===== src/rtl/gpioemu_mulpop.sv =====
// gpioemu_mulpop: bus-mapped shift-add multiplier with popcount and op counter; define GPIOEMU_MULPOP_HIWORD_EN for the R+0x28 high-word register
module gpioemu_mulpop #(
    parameter int          OP_W      = 24,
    parameter int          RES_W     = 32,
    parameter int          CNT_W     = 16,
    parameter logic [15:0] BASE_ADDR = 16'h0380
) (
    input  logic        clk,
    input  logic        n_reset,
    input  logic [15:0] saddress,
    input  logic        srd,
    input  logic        swr,
    input  logic [31:0] sdata_in,
    output logic [31:0] sdata_out,
    input  logic [31:0] gpio_in,
    input  logic        gpio_latch,
    output logic [31:0] gpio_out,
    output logic [31:0] gpio_in_s_insp
);
    localparam int AW = 2 * OP_W;
    localparam int IW = OP_W > 1 ? $clog2(OP_W) : 1;
    localparam logic [15:0] A_A1 = BASE_ADDR;
    localparam logic [15:0] A_A2 = BASE_ADDR + 16'h08;
    localparam logic [15:0] A_W  = BASE_ADDR + 16'h10;
    localparam logic [15:0] A_L  = BASE_ADDR + 16'h18;
    localparam logic [15:0] A_ST = BASE_ADDR + 16'h20;
    typedef enum logic [1:0] {IDLE, MULT, COUNT, DONE} state_t;
    state_t state, nxt;
    logic swr_q, srd_q, lat_q, wr_e, rd_e, lat_e, start, ready, valid;
    logic [OP_W-1:0] a1, a2, a2s;
    logic [AW-1:0] a1s, acc;
    logic [IW-1:0] idx;
    logic [RES_W-1:0] w_q;
    logic [5:0] l_q, pop;
    logic [CNT_W-1:0] cnt;
    logic [31:0] gpio_in_s, rd_val;
`ifdef GPIOEMU_MULPOP_HIWORD_EN
    localparam logic [15:0] A_HI = BASE_ADDR + 16'h28;
    logic [31:0] hi_q;
`endif
    logic unused;
    assign unused = &{1'b0, sdata_in};
    assign wr_e = swr & ~swr_q;
    assign rd_e = srd & ~srd_q;
    assign lat_e = gpio_latch & ~lat_q;
    assign start = wr_e && saddress == A_ST;
    assign gpio_out = 32'(cnt);
    assign gpio_in_s_insp = gpio_in_s;
    // strobe history for rising-edge detection
    always_ff @(posedge clk or negedge n_reset)
        if (!n_reset) {swr_q, srd_q, lat_q} <= '0;
        else {swr_q, srd_q, lat_q} <= {swr, srd, gpio_latch};
    // FSM state register
    always_ff @(posedge clk or negedge n_reset)
        if (!n_reset) state <= IDLE;
        else state <= nxt;
    // FSM next state: one MULT cycle per operand bit, then COUNT and DONE
    always_comb begin
        nxt = state;
        case (state)
            IDLE:    nxt = start ? MULT : IDLE;
            MULT:    nxt = idx == IW'(OP_W - 1) ? COUNT : MULT;
            COUNT:   nxt = DONE;
            default: nxt = IDLE;
        endcase
    end
    // popcount of the published result bits
    always_comb begin
        pop = '0;
        for (int k = 0; k < RES_W; k++) pop = pop + 6'(acc[k]);
    end
    // operand registers, shift-add datapath and published results
    always_ff @(posedge clk or negedge n_reset)
        if (!n_reset) begin
            {a1, a2, a2s, a1s, acc, idx, w_q, l_q, cnt} <= '0;
            {ready, valid} <= 2'b11;
`ifdef GPIOEMU_MULPOP_HIWORD_EN
            hi_q <= '0;
`endif
        end else begin
            if (wr_e && saddress == A_A1) a1 <= sdata_in[OP_W-1:0];
            if (wr_e && saddress == A_A2) a2 <= sdata_in[OP_W-1:0];
            if (state == IDLE && start) begin
                a1s <= AW'(a1);
                a2s <= a2;
                acc <= '0;
                idx <= '0;
                ready <= 1'b0;
            end
            if (state == MULT) begin
                acc <= acc + (a2s[0] ? a1s : '0);
                a1s <= a1s << 1;
                a2s <= a2s >> 1;
                idx <= idx + 1'b1;
            end
            if (state == COUNT) begin
                w_q <= acc[RES_W-1:0];
                l_q <= pop;
                valid <= (acc >> RES_W) == '0;
`ifdef GPIOEMU_MULPOP_HIWORD_EN
                hi_q <= 32'(acc >> RES_W);
`endif
            end
            if (state == DONE) begin
                ready <= 1'b1;
                cnt <= cnt + 1'b1;
            end
        end
    // read data selection; unmapped addresses read zero
    always_comb begin
        rd_val = '0;
        if (saddress == A_W) rd_val = 32'(w_q);
        if (saddress == A_L) rd_val = 32'(l_q);
        if (saddress == A_ST) rd_val = {30'b0, ready, valid};
`ifdef GPIOEMU_MULPOP_HIWORD_EN
        if (saddress == A_HI) rd_val = hi_q;
`endif
    end
    // registered read port and GPIO input latch
    always_ff @(posedge clk or negedge n_reset)
        if (!n_reset) {sdata_out, gpio_in_s} <= '0;
        else begin
            if (rd_e) sdata_out <= rd_val;
            if (lat_e) gpio_in_s <= gpio_in;
        end
endmodule


===== config.mk =====
export PLATFORM = sky130hd
export DESIGN_NAME = gpioemu_mulpop
export DESIGN_NICKNAME = d
export VERILOG_FILES = /design/src/rtl/gpioemu_mulpop.sv
export SDC_FILE = /design/constraint.sdc
export NUM_CORES = 1
export LEC_CHECK = 0
export ABC_CLOCK_PERIOD_IN_PS = 6660
export CELL_PAD_IN_SITES_DETAIL_PLACEMENT = 0
export CELL_PAD_IN_SITES_GLOBAL_PLACEMENT = 2
export CORE_MARGIN = 2
export CORE_UTILIZATION = 39
export CTS_CLUSTER_DIAMETER = 80
export CTS_CLUSTER_SIZE = 16
export DETAILED_ROUTE_END_ITERATION = 12
export HOLD_SLACK_MARGIN = 0.08
export PLACE_DENSITY_LB_ADDON = 0.1
export SETUP_SLACK_MARGIN = 0.15
export SLEW_MARGIN = 20
export SYNTH_ARGS = -nofsm -noshare
export SYNTH_HDL_FRONTEND = slang
export SYNTH_SLANG_ARGS = --single-unit
export TNS_END_PERCENT = 1

===== constraint.sdc =====
create_clock -name clk -period 6.66 [get_ports clk]
set_input_delay 0.999 -clock clk [delete_from_list [all_inputs] [get_ports clk]]
set_output_delay 0.999 -clock clk [all_outputs]
set_load 0.03 [all_outputs]

==> results of run 1 <==
==> cell families (layout without fill, tap and decap cells) <==
logic type               after synthesis  in the layout
flip-flops                           298            298
AO/OA/AOI/OAI                        352            352
multiplexers                          95             95
adder cells (fa/ha/maj)               81             81
buffers and inverters                164            271
XOR/XNOR                              61             61
other                                  1             16
AND/OR/NAND/NOR                      472            472
==> placed cells by master (no fill, tap or decap), drive strengths merged, types with 10 or more instances in the layout <==
cell type and n:
a21o 33, a31oi 36, buf 15, dfrtp 296, and3 10, conb 16
nand2 199, nand4 20, a21oi 48, and2 52, xor2 29, nor3 11
fa 25, nand3 37, mux2 91, clkdlybuf4s50 155, a22o 29, inv 63
ha 56, clkbuf 29, nor2b 10, o21ai 122, o22ai 32, xnor2 32
nor2 106
==> worst paths after layout <==
check	from	endpoint	slack, ps	depth (start not counted)
worst max-delay path	acc[1]	l_q[5]	1830	16
worst min-delay path	ready	ready	460	2
worst max register to register	acc[1]	l_q[5]	1830	16
worst min register to register	ready	ready	460	2
max in group asynchronous	n_reset	cnt[10]	4900	2
min in group asynchronous	n_reset	gpio_in_s_insp[12]	470	1
==> state kept, by name, summed over array words and instances (netlist names), 2 cells and up <==
name and flops:
sdata_out 32, l_q 6, a2 24, gpio_in_s_insp 32
w_q 32, a2s 24, idx 5, cnt 16
a1s 48, a1 24, acc 48, state 2
==> stage by stage <==
step / hold slack [ps] / util [%] / area, sq um
2_1_floorplan: 439 / - / 15500
3_3_place_gp: 449 / 44.8 / 17400
3_5_place_dp: 456 / 44.8 / 17400
4_1_cts: 470 / 46.9 / 18200
5_1_grt: 496 / 46.9 / 18200
6_report: 464 / 46.9 / 18200
==> final cells by class <==
cell class              count  area share (%)
multi-input cells        1077            40.4
clock inverters            12           0.824
inverters                  60            1.24
well taps                 518            3.56
clock buffers              29            3.80
flip-flops and latches    298            40.9
repair buffers            170            9.24
==> worst max-delay path, stage by stage (launching register included) <==
cell and delay [ps]:
dfrtp_1 410, inv_1 160, fa_1 460, fa_1 400, inv_1 80, fa_1 440, fa_1 520, fa_1 550
inv_1 50, fa_1 580, inv_1 60, ha_1 280, a21o_1 150, a21oi_1 220, nor2b_1 70, o21ai_0 160
o21ai_0 90
==> routing by layer <==
layer | vias up | global-route usage [%] | share of wire [%]
li1 | 5501 | - | -
met1 | 5373 | 28.3 | 51
met2 | 213 | 28.9 | 43
met3 | 39 | 2.34 | 4.2
met4 | 0 | 3.96 | 1.5
met5 | - | 0 | 0
==> results.json, run 1 <==
{
  "cts-resized-gates": 0,
  "h-tree-depth": 1,
  "status": "completed",
  "antenna_cells": 0,
  "clk_path_buf_depth": 3,
  "synth_cell_type_count": 71,
  "layout.cells.non_filler": 2164,
  "synth-main-ff-cell": "dfrtp_1",
  "grt_pass1_wl_microns": 62600,
  "synth_edf_count": 0,
  "syn2layout_area_growth_pct": 18.1,
  "synth_compound_area_share_pct": 14.9,
  "synth.area.top_cells": "dfrtp_1, mux2_2, nand2_1",
  "multi_input_area_sq_um": 7370,
  "die_area_sq_um": 41200,
  "num_rows": 72,
  "critPathLaunchType": "register",
  "ant_nets": 0,
  "tightest_slew_ps": 1110,
  "clock-sinks": 298,
  "ys_seq_area_share_pct": 48.3,
  "required_ps": 7090,
  "synth_top_area_share_pct": 48.0,
  "grt_max_degree": 125,
  "synth_top_family_by_area": "compound AO/OA/AOI/OAI gates",
  "wirelength_microns": 38000,
  "seq_area_sq_um": 7460,
  "finalSetupTns_ps": 0,
  "drt-initial-drc-count": 467,
  "worstSetupPathType": "register to register",
  "fillers": 3732,
  "drc": 0,
  "relSlewSlack_pct": 26.1,
  "finalHoldViolations": 0,
  "ys_ff_latch": 298,
  "cp.arrival_ps": 5260,
  "synthCells": 1524,
  "max-cap-violations": 0,
  "synth_common_cells": "dfrtp_1, nand2_1, o21ai_0",
  "setup_viol": 0,
  "synth-async-reset-ratio_pct": 100,
  "cts_made_buffers": 27,
  "yosysTopAreaCell": "dfrtp_1",
  "fin_worst_skew_ps": 13.5,
  "post_drt_wl_per_cell_microns": 17.6,
  "num_vias": 11100,
  "ctsHoldBuffers": 0,
  "gp_congestion": 0.807,
  "synth_simple_gate_area_share_pct": 14.0,
  "synth_most_common_cell": "dfrtp_1",
  "worst_slack_ps": 1830,
  "avgSynthCellArea_sq_um": 10.1,
  "post_cts_buffers": 0,
  "start_util_pct": 39.8,
  "die_h_microns": 203,
  "fin_crit_ps": 4830,
  "port-buffer-count": 156,
  "grt_overflow": 0,
  "fin_crit_sh_pct": 72.5,
  "grt_usage_pct": 18.8,
  "synth_xor_area_share_pct": 3.51,
  "fin_nets": 1800,
  "synth.area.mux_share_pct": 6.90,
  "cts_tree": "done",
  "place_hpwl_microns": 26700,
  "dpl_worst_slack_ps": 1760,
  "worstSkewPairLatency_ps": 570,
  "drive_gt1_share_pct": 10.7,
  "first_pass_iters": 5,
  "drv_slew": 0,
  "fmax_mhz": 207,
  "die_w_microns": 203,
  "ioPinCount": 181,
  "clock-root-buffer": "clkbuf_16",
  "crit_path_end_kind": "register",
  "hold_path.class": "register to register",
  "yosysWarnings": 0,
  "rsz0062_at_grt": "no",
  "path_clk_slew_ps": 70,
  "first_global_vias": 11300,
  "fp.coreArea_sq_um": 38800,
  "crit_fanout": 3,
  "synth_area_sq_um": 15400,
  "place_inst": 2123,
  "via_per_inst": 5.14,
  "synth_fa_ha_area_share_pct": 7.78,
  "antenna_found_initial": 0
}
Power of run 1 is not shown: default switching activity piles up to over one toggle a cycle in this logic, so the estimate is an artifact.
==> run 2: changes to the inputs <==
--- a/config.mk
+++ b/config.mk
@@ -5,11 +5,11 @@
 export SDC_FILE = /design/constraint.sdc
 export NUM_CORES = 1
 export LEC_CHECK = 0
-export ABC_CLOCK_PERIOD_IN_PS = 6660
+export ABC_CLOCK_PERIOD_IN_PS = 4300
 export CELL_PAD_IN_SITES_DETAIL_PLACEMENT = 0
 export CELL_PAD_IN_SITES_GLOBAL_PLACEMENT = 2
 export CORE_MARGIN = 2
-export CORE_UTILIZATION = 39
+export CORE_UTILIZATION = 33
 export CTS_CLUSTER_DIAMETER = 80
 export CTS_CLUSTER_SIZE = 16
 export DETAILED_ROUTE_END_ITERATION = 12
==> constraint.sdc (replaced) <==
create_clock -name clk -period 4.3 [get_ports clk]
set_input_delay 0.645 -clock clk [delete_from_list [all_inputs] [get_ports clk]]
set_output_delay 0.645 -clock clk [all_outputs]
set_load 0.03 [all_outputs]
==> results.json, run 2 (same netlist as run 1, synthesis figures left out) <==
{
  "critPathLaunchType": "register",
  "crit_path_end_kind": "register",
  "place_hpwl_microns": 29400,
  "num_rows": 79,
  "wirelength_microns": 40600,
  "first_pass_iters": 7,
  "fin_crit_sh_pct": 106,
  "path_clk_slew_ps": 70,
  "cts_made_buffers": 27,
  "port-buffer-count": 156,
  "antenna_found_initial": 0,
  "finalHoldViolations": 0,
  "max_stage_delay_ps": 580,
  "worst_slack_ps": -254,
  "num_vias": 11300,
  "crit_fanout": 2,
  "top_regs": "a1s: 48 flops, acc: 48 flops",
  "gp_congestion": 0.835,
  "drv_slew": 0,
  "r2r_start": "acc[17]",
  "required_ps": 4750,
  "die_w_microns": 220,
  "cp_top_family": "adder cells",
  "grt_pass1_wl_microns": 65100,
  "multi_input_area_sq_um": 7370,
  "fin_worst_skew_ps": 25.2,
  "cp_num_buf_inv": 4,
  "r2r-end": "l_q[4]",
  "start_util_pct": 33.3,
  "first_global_vias": 11400,
  "reg2reg_depth": 16,
  "fillers": 4593,
  "finalSetupTns_ps": -870,
  "crit_slowest_cell": "fa_1",
  "antenna_cells": 0,
  "clock-root-buffer": "clkbuf_16",
  "worstSkewPairLatency_ps": 580,
  "drc": 0,
  "hold_path.class": "primary input to async pin",
  "h-tree-depth": 1,
  "fin_crit_ps": 4550,
  "grt_max_degree": 88,
  "clock-sinks": 298,
  "path_cells": "fa_1 -> inv_1 -> fa_2 -> fa_1 -> fa_1 -> fa_1 -> fa_1 -> inv_1 -> ha_2 -> inv_2 -> fa_2 -> inv_1 -> a21o_1 -> a21oi_2 -> xor2_1 -> o21ai_1",
  "fin_util_pct": 40.4,
  "clk_path_buf_depth": 3,
  "seq_area_sq_um": 7460,
  "violations": "setup timing",
  "post_drt_wl_per_cell_microns": 17.6,
  "cts_tree": "done",
  "relSlewSlack_pct": 37.1,
  "grt_overflow": 0,
  "die_area_sq_um": 48500,
  "rsz0062_at_grt": "yes",
  "setup_viol": 5,
  "crit_top_cell": "fa_1",
  "dpl_worst_slack_ps": -318,
  "layout_commonest_cell": "dfrtp_1",
  "tightest_slew_ps": 944,
  "ant_nets": 0,
  "die_h_microns": 220,
  "cp.arrival_ps": 5010,
  "grt_usage_pct": 16.9,
  "syn2layout_area_growth_pct": 21.5,
  "fp.coreArea_sq_um": 46400,
  "worstSetupPathType": "register to register",
  "status": "finished with violations",
  "drive_gt1_share_pct": 14.4,
  "reg2reg_slack_ps": -250,
  "max-cap-violations": 0,
  "via_per_inst": 4.89,
  "final_cell_mix": "dfrtp_1, nand2_1, clkdlybuf4s50_1, o21ai_0, nor2_1",
  "drt-initial-drc-count": 489,
  "fmax_mhz": 220,
  "ioPinCount": 181,
  "fin_nets": 1850
}
-- run 2: worst reg2reg max path: stages (launching register included) --
cell     delay, ps
dfrtp_1        400
fa_1           530
inv_1           60
fa_2           450
fa_1           580
fa_1           440
fa_1           510
fa_1           410
inv_1           70
ha_2           180
inv_2           40
fa_2           330
inv_1           60
a21o_1         120
a21oi_2         60
xor2_1         150
o21ai_1         70
-- run 2: worst max path at each step --
stage	startpoint	endpoint	slack, ps	cells past startpoint
6_report	acc[17]	l_q[4]	-250	16
5_1_grt	acc[27]	l_q[4]	-480	16
4_1_cts	acc[15]	l_q[4]	-300	16
3_5_place_dp	acc[11]	l_q[5]	-320	16
3_3_place_gp	acc[23]	l_q[4]	-250	16
2_1_floorplan	acc[17]	l_q[4]	-160	16
-- run 2: layer usage --
layer,vias up,global-route usage (%),wire [microns]
met5,-,0,0
met4,0,3.29,484
met3,29,2.28,1560
met2,159,27.2,18400
met1,5507,24.4,20200
li1,5580,-,-
-- run 2: timing repair --
item,4_1_cts,5_1_grt
buffers inserted,1,3
hold buffers,0,0
resized for setup,13,6
pin swaps,14,10
gates cloned,0,0
endpoints found under the setup margin,5,7
-- run 2: through the flow --
stage,cells,hold slack (ps),cell area [sq um]
after floorplan,1539,349,15500
after global placement,2258,455,17900
after detailed placement,2258,461,17900
after CTS,2304,88.8,18700
after global routing,2307,114,18700
final,2307,70.2,18700
-- run 2: area by class of cell --
class | instances | area share [%]
Clock inverter | 14 | 0.761
Tap cell | 607 | 4.05
Timing Repair Buffer | 220 | 11.1
Multi-Input combinational cell | 1077 | 39.3
Clock buffer | 31 | 3.74
Sequential cell | 298 | 39.8
Inverter | 60 | 1.20
Power of run 2 is left out for the same reason.
==> run 3: changes to the inputs <==
--- a/config.mk
+++ b/config.mk
@@ -14,6 +14,7 @@
 export CTS_CLUSTER_SIZE = 16
 export DETAILED_ROUTE_END_ITERATION = 12
 export HOLD_SLACK_MARGIN = 0.08
+export MAX_ROUTING_LAYER = met4
 export PLACE_DENSITY_LB_ADDON = 0.1
 export SETUP_SLACK_MARGIN = 0.15
 export SLEW_MARGIN = 20
==> results.json, run 3 (same netlist as run 1, synthesis figures left out) <==
{
  "via_per_inst": 4.89,
  "drc": 0,
  "layout_commonest_cell": "dfrtp_1",
  "num_vias": 11300,
  "drive_gt1_share_pct": 14.4,
  "fillers": 4593,
  "cp.arrival_ps": 5010,
  "wirelength_microns": 40600,
  "required_ps": 4760,
  "syn2layout_area_growth_pct": 21.5,
  "multi_input_area_sq_um": 7370,
  "grt_pass1_wl_microns": 65200,
  "layout.cells.non_filler": 2307,
  "h-tree-depth": 1,
  "fmax_mhz": 220,
  "seq_area_sq_um": 7460,
  "grt_usage_pct": 17.4,
  "ioPinCount": 181,
  "clock-sinks": 298,
  "fin_worst_skew_ps": 19.0,
  "max-cap-violations": 0,
  "first_pass_iters": 4,
  "rsz0062_at_grt": "yes",
  "clock-root-buffer": "clkbuf_16",
  "fp.coreArea_sq_um": 46400,
  "worstSkewPairLatency_ps": 580,
  "wl_met3_microns": 1570,
  "first_global_vias": 11400,
  "fin_crit_ps": 4550,
  "worstSetupPathType": "register to register",
  "post_drt_wl_per_cell_microns": 17.6,
  "status": "finished with violations",
  "path_clk_slew_ps": 70,
  "cts_tree": "done",
  "grt_max_degree": 88,
  "tightest_slew_ps": 947,
  "clk_path_buf_depth": 3,
  "hold_path.class": "primary input to async pin",
  "place_hpwl_microns": 29400,
  "drt-initial-drc-count": 582,
  "setup_viol": 5,
  "wl_met2_microns": 18300,
  "violations": "setup timing",
  "fin_nets": 1850,
  "die_w_microns": 220,
  "start_util_pct": 33.3,
  "wl_met1_microns": 20100,
  "port-buffer-count": 156,
  "drv_slew": 0,
  "final_cell_mix": "dfrtp_1, nand2_1, clkdlybuf4s50_1, o21ai_0, nor2_1",
  "finalHoldViolations": 0,
  "fin_crit_sh_pct": 106,
  "crit_path_end_kind": "register",
  "antenna_cells": 0,
  "top_regs": "a1s: 48 flops, acc: 48 flops",
  "ant_nets": 0,
  "grt_overflow": 0,
  "place_inst": 2258,
  "top_layer": "met4",
  "antenna_found_initial": 0,
  "critPathLaunchType": "register",
  "num_rows": 79,
  "die_h_microns": 220,
  "worst_slack_ps": -254,
  "gp_congestion": 0.848,
  "relSlewSlack_pct": 36.9,
  "die_area_sq_um": 48500,
  "cts_made_buffers": 27,
  "crit_fanout": 2
}
## run 3: cell types whose count changed in the layout (fill, tap and decap cells not counted)
cell,change
o21ai_1,-1
o21ai_0,+1
## run 3: final cells by class
class / count / area share [%]
Inverter: 60 / 1.20
Clock inverter: 14 / 0.761
Timing Repair Buffer: 220 / 11.1
Tap cell: 607 / 4.05
Clock buffer: 31 / 3.74
Sequential cell: 298 / 39.8
Multi-Input combinational cell: 1077 / 39.3
## run 3: what timing repair did
item,4_1_cts,5_1_grt
setup buffers,1,3
setup endpoints to repair,5,7
pin swaps,14,9
resized for setup,13,5
hold buffers,0,0
## run 3: stage by stage
stage                     instance area [sq um]  util (%)  setup TNS (ps)  worst slack [ps]  hold slack (ps)
after floorplan                           15500         -            -379              -165              349
after global placement                    17900      38.5            -839              -248              455
after detailed placement                  17900      38.5           -1220              -318              461
after CTS                                 18700      40.4           -1120              -298             88.8
after global routing                      18700      40.4           -1860              -476              114
final                                     18700      40.4            -891              -254             64.6
## run 3: metal layers
metal	vias to the layer above	track usage [%]
li1	5592	-
met1	5502	24.5
met3	41	2.23
met2	156	27.2
met4	0	3.29
met5	-	-
## run 3: path summary, 6_finish.rpt
| kind | startpoint | to | slack [ps] | cells past startpoint |
|---|---|---|---|---|
| max | acc[17] | l_q[4] | -250 | 16 |
| min in group clk | ready | ready | 470 | 2 |
| max reg2reg | acc[17] | l_q[4] | -250 | 16 |
| min reg2reg | ready | ready | 470 | 2 |
| max in group asynchronous | n_reset | cnt[14] | 3130 | 2 |
| min | n_reset | gpio_in_s_insp[9] | 60 | 1 |
## run 3: worst max-delay path, stage by stage, from the launching register on
cell and delay (ps):
dfrtp_1 400, fa_1 530, inv_1 60, fa_2 450, fa_1 580, fa_1 440
fa_1 510, fa_1 410, inv_1 70, ha_2 180, inv_2 40, fa_2 330
inv_1 60, a21o_1 120, a21oi_2 60, xor2_1 150, o21ai_1 70
Power of run 3 is left out for the same reason.
